### src/rtl/alu_arbiter.sv
// Round-robin arbiter that lends one combinational ALU to two requesters.
// Each operation is latched, issued for one cycle, and its result is returned to the winner.
module alu_arbiter #(
  parameter int unsigned BUS_WIDTH = 8
) (
  input  logic                 clk,
  input  logic                 rst,
  input  logic                 req0,
  input  logic                 req1,
  input  logic [3:0]           fs0,
  input  logic [3:0]           fs1,
  input  logic [2:0]           sh0,
  input  logic [2:0]           sh1,
  input  logic [BUS_WIDTH-1:0] a0,
  input  logic [BUS_WIDTH-1:0] a1,
  input  logic [BUS_WIDTH-1:0] b0,
  input  logic [BUS_WIDTH-1:0] b1,
  output logic                 gnt0,
  output logic                 gnt1,
  output logic [3:0]           alu_fs,
  output logic [2:0]           alu_sh,
  output logic [BUS_WIDTH-1:0] alu_a,
  output logic [BUS_WIDTH-1:0] alu_b,
  input  logic [BUS_WIDTH-1:0] alu_f,
  input  logic                 alu_n,
  input  logic                 alu_z,
  input  logic                 alu_c,
  input  logic                 alu_v,
  input  logic                 alu_d,
  output logic                 rsp_valid,
  output logic                 rsp_id,
  output logic [BUS_WIDTH-1:0] rsp_f,
  output logic [4:0]           rsp_flags,
  output logic                 busy
);

  typedef enum logic [1:0] {IDLE, ISSUE, DONE} state_t;

  state_t               state_q, state_d;
  logic                 last_gnt_q, last_gnt_d;
  logic                 id_q, id_d;
  logic [3:0]           fs_q, fs_d;
  logic [2:0]           sh_q, sh_d;
  logic [BUS_WIDTH-1:0] a_q, a_d;
  logic [BUS_WIDTH-1:0] b_q, b_d;
  logic                 rsp_id_q, rsp_id_d;
  logic [BUS_WIDTH-1:0] rsp_f_q, rsp_f_d;
  logic [4:0]           rsp_flags_q, rsp_flags_d;
  logic                 win;

  // On a tie the requester that did not win last time gets the ALU.
  assign win = (req0 && req1) ? ~last_gnt_q : req1;

  always_comb begin
    state_d     = state_q;
    last_gnt_d  = last_gnt_q;
    id_d        = id_q;
    fs_d        = fs_q;
    sh_d        = sh_q;
    a_d         = a_q;
    b_d         = b_q;
    rsp_id_d    = rsp_id_q;
    rsp_f_d     = rsp_f_q;
    rsp_flags_d = rsp_flags_q;
    case (state_q)
      IDLE, DONE: begin
        if (req0 || req1) begin
          state_d    = ISSUE;
          last_gnt_d = win;
          id_d       = win;
          fs_d       = win ? fs1 : fs0;
          sh_d       = win ? sh1 : sh0;
          a_d        = win ? a1 : a0;
          b_d        = win ? b1 : b0;
        end else begin
          state_d = IDLE;
        end
      end
      ISSUE: begin
        state_d     = DONE;
        rsp_id_d    = id_q;
        rsp_f_d     = alu_f;
        rsp_flags_d = {alu_n, alu_z, alu_c, alu_v, alu_d};
      end
      default: state_d = IDLE;
    endcase
  end

  always_ff @(posedge clk or posedge rst) begin
    if (rst) begin
      state_q     <= IDLE;
      last_gnt_q  <= 1'b1;
      id_q        <= 1'b0;
      fs_q        <= '0;
      sh_q        <= '0;
      a_q         <= '0;
      b_q         <= '0;
      rsp_id_q    <= 1'b0;
      rsp_f_q     <= '0;
      rsp_flags_q <= '0;
    end else begin
      state_q     <= state_d;
      last_gnt_q  <= last_gnt_d;
      id_q        <= id_d;
      fs_q        <= fs_d;
      sh_q        <= sh_d;
      a_q         <= a_d;
      b_q         <= b_d;
      rsp_id_q    <= rsp_id_d;
      rsp_f_q     <= rsp_f_d;
      rsp_flags_q <= rsp_flags_d;
    end
  end

  assign gnt0      = (state_q == ISSUE) && !id_q;
  assign gnt1      = (state_q == ISSUE) && id_q;
  assign rsp_valid = (state_q == DONE);
  assign busy      = (state_q != IDLE);
  assign rsp_id    = rsp_id_q;
  assign rsp_f     = rsp_f_q;
  assign rsp_flags = rsp_flags_q;
  assign alu_fs    = fs_q;
  assign alu_sh    = sh_q;
  assign alu_a     = a_q;
  assign alu_b     = b_q;

endmodule

### config.mk
export PLATFORM = sky130hd
export DESIGN_NAME = alu_arbiter
export DESIGN_NICKNAME = d
export VERILOG_FILES = /design/src/rtl/alu_arbiter.sv
export SDC_FILE = /design/constraint.sdc
export NUM_CORES = 1
export LEC_CHECK = 0
export BUFFER_PORTS_ARGS = -buffer_cell sky130_fd_sc_hd__clkbuf_2
export CAP_MARGIN = 0
export CORE_UTILIZATION = 44
export CTS_CLUSTER_SIZE = 16
export DETAILED_ROUTE_END_ITERATION = 10
export GPL_ROUTABILITY_DRIVEN = 0
export PLACE_DENSITY = 0.8
export SKIP_LAST_GASP = 1
export SYNTH_ARGS = -nofsm -noshare
export SYNTH_HDL_FRONTEND = slang
export SYNTH_SLANG_ARGS = --single-unit
### constraint.sdc
create_clock -name clk -period 1.5 [get_ports clk]
set_input_delay 0.075 -clock clk [delete_from_list [all_inputs] [get_ports clk]]
set_output_delay 0.075 -clock clk [all_outputs]
set_load 0.02 [all_outputs]
==> reports/results.tsv <==
metric	value	unit
synth_warnings	0	
fin_skew	0.001741	ns
synth-seq-area-share	55.59	%
slowest_stage	dfrtp_1	
drc	0	
clockBufferDepth	2	
cts_htree_levels	2	
ys_ff_latch	41	
viasPerCell	4.772	
grt.overflow.total	0	
die_x	66.81	µm
num_vias	1756	
clock-root-buffer	clkbuf_8	
fill_cells	355	
start_util	45.87	%
max_cap_violations	0	
powerDensity	1332	mW/mm²
cts_made_buffers	5	
num_antenna_cells	0	
synth_cell_types	21	
crit_buf_inv	1	
core	0.004029	mm²
ir_drop	0.6482	mV
layout_common_cells	clkbuf_2, nand2_1, dfrtp_1, nor2_1, a31oi_1	
die_area	0.004463	mm²
grt_setup_unrepaired	false	
maxSlewHeadroom	58.78	%
die_h	66.81	µm
crit_chain	nand2b_2, nor2_2, clkbuf_2	
crit_path_start	state_q[1]	
worst_slew_pin_slew	0.6146	ns
p_leak	1.392	nW
synthesis.nets	263	
run_status	completed	
grt_pass1_vias	1692	
grt_pass1_wl	7438	µm
finalMaxSlewViolations	0	
fin_crit	1.385	ns
detailed_place_hpwl	3156	µm
synth_cells	200	
placed_area	0.002377	mm²
fin_crit_sh	92.36	%
crit_path_start_kind	register	
clkTransAtPathRegs	0.07	ns
fin_nets	380	
multiInputGateArea	706.9	µm²
slowest_delay	0.39	ns
hold_path.class	in2reg	
num_rows	23	
crit_type	reg2out	
holdCritStartpoint	b0[5]	
drt-total-wl	4634	µm
insertion_delay	0.29	ns
synthToLayoutAreaGrowth	41.50	%
drive_gt1_share	41.19	%
arrival	1.31	ns
dr.pass1.iters	4	
mostFrequentLayoutCell	clkbuf_2	
io_pins	104	
seqCellArea	0.001027	mm²
fmax	721.8	MHz
fin_area	0.002615	mm²
setup_viol	0	
grt_antenna_before_repair	0	
cts_tree	built	
grt_max_degree	31	
tns	0	ns
timing.rr.start	last_gnt_q	
portBuffers	103	
clock_sinks	41	
drtIter0Drc	122	
required	1.42	ns
final_antenna_net_count	0	
hold_viol	0	
syn_area	0.001848	mm²
cp-end-kind	output port	
critPathMaxFanout	9	
avgSynthCellArea	9.240	µm²
post_drt_wl_per_cell	12.59	µm
critical_path.top_delay_family	simple AND/OR/NAND/NOR gates	
grt.total_usage	22.66	%
## power breakdown
group          leakage (nW)  internal (mW)  switching, mW
Sequential            0.478           1.37          0.157
Clock                0.0450          0.322          0.368
Combinational         0.869          0.470          0.791
Total                  1.39           2.17           1.32
## Yosys cell counts
| master | instances | area, µm² |
|---|---|---|
| a21bo_4 | 1 | 16.27 |
| a21boi_4 | 1 | 18.77 |
| a21o_1 | 1 | 7.510 |
| a21oi_1 | 1 | 5.000 |
| a31oi_1 | 16 | 100.1 |
| a31oi_2 | 8 | 100.1 |
| buf_2 | 2 | 10.01 |
| buf_4 | 4 | 30.03 |
| buf_6 | 5 | 56.30 |
| clkbuf_4 | 1 | 7.510 |
| dfrtp_1 | 40 | 1001 |
| dfstp_2 | 1 | 26.28 |
| inv_1 | 3 | 11.26 |
| inv_2 | 1 | 3.750 |
| nand2_1 | 85 | 319.1 |
| nand2b_1 | 1 | 6.260 |
| nor2_1 | 25 | 93.84 |
| nor2b_1 | 1 | 6.260 |
| o21ba_2 | 1 | 10.01 |
| o22ai_2 | 1 | 12.51 |
| or2_2 | 1 | 6.260 |
## flip-flops by register name, summed over array words and instances, names as in the netlist
| register | count |
|---|---|
| alu_b | 8 |
| alu_sh | 3 |
| state_q | 2 |
| alu_fs | 4 |
| rsp_f | 8 |
| rsp_id | 1 |
| id_q | 1 |
| rsp_flags | 5 |
| alu_a | 8 |
| last_gnt_q | 1 |
## per-layer routing
metal  global-route usage, %  vias to the layer above  part of all wire [%]
met4                   9.043                        0                   2.7
met3                   4.795                       11                   4.6
met1                   25.88                      803                    40
met5                       0                        -                     0
li1                        -                      878                     -
met2                   40.66                       64                    52
## cell type report
class	instances	area share, %
repair buffers	122	27.56
inverters	4	0.5742
flip-flops and latches	41	39.28
clock inverters	2	0.3828
multi-input cells	143	27.03
well taps	50	2.392
clock buffers	6	2.775
## path summary, 6_finish.rpt
check | end | slack, ns | cells past startpoint
max | gnt1 | 0.11 | 3
min | alu_b[5] | 0.01 | 3
max reg2reg | alu_fs[2] | 0.15 | 3
min reg2reg | rsp_flags[4] | 0.47 | 2
max in group asynchronous | last_gnt_q | 0.63 | 4
min in group asynchronous | alu_a[3] | 0.31 | 3
## tightest hold or removal path, stage by stage
cell and delay [ns]:
clkbuf_2 0.08, nand2_1 0.04, a31oi_1 0.07
## through the flow
stage	util [%]	worst slack (ns)	hold slack, ns	instances	total power, mW
final	64.91	0.1146	0.01340	368	3.483
after global routing	64.91	0.01786	0.02084	368	3.705
after CTS	64.78	0.006801	0.008567	368	3.504
after detailed placement	59.01	0.1497	0.07909	345	2.779
after global placement	59.01	0.1989	0.07459	345	2.735
after floorplan	-	0.3389	0.1450	200	2.353
## cells by family after synthesis
logic type | share of synthesized area [%]
buffers and inverters | 6.432
and+or+nand+nor | 23.36
AOI/OAI and AO/OA | 14.62
DFF | 55.59
## timing repair
item	in CTS	in global routing
hold endpoints to repair	29	0
setup endpoints to repair	0	2
setup buffers	0	0
hold buffers	15	0
gates resized for setup	0	2
Note: power is estimated with default switching activity, not from simulation.
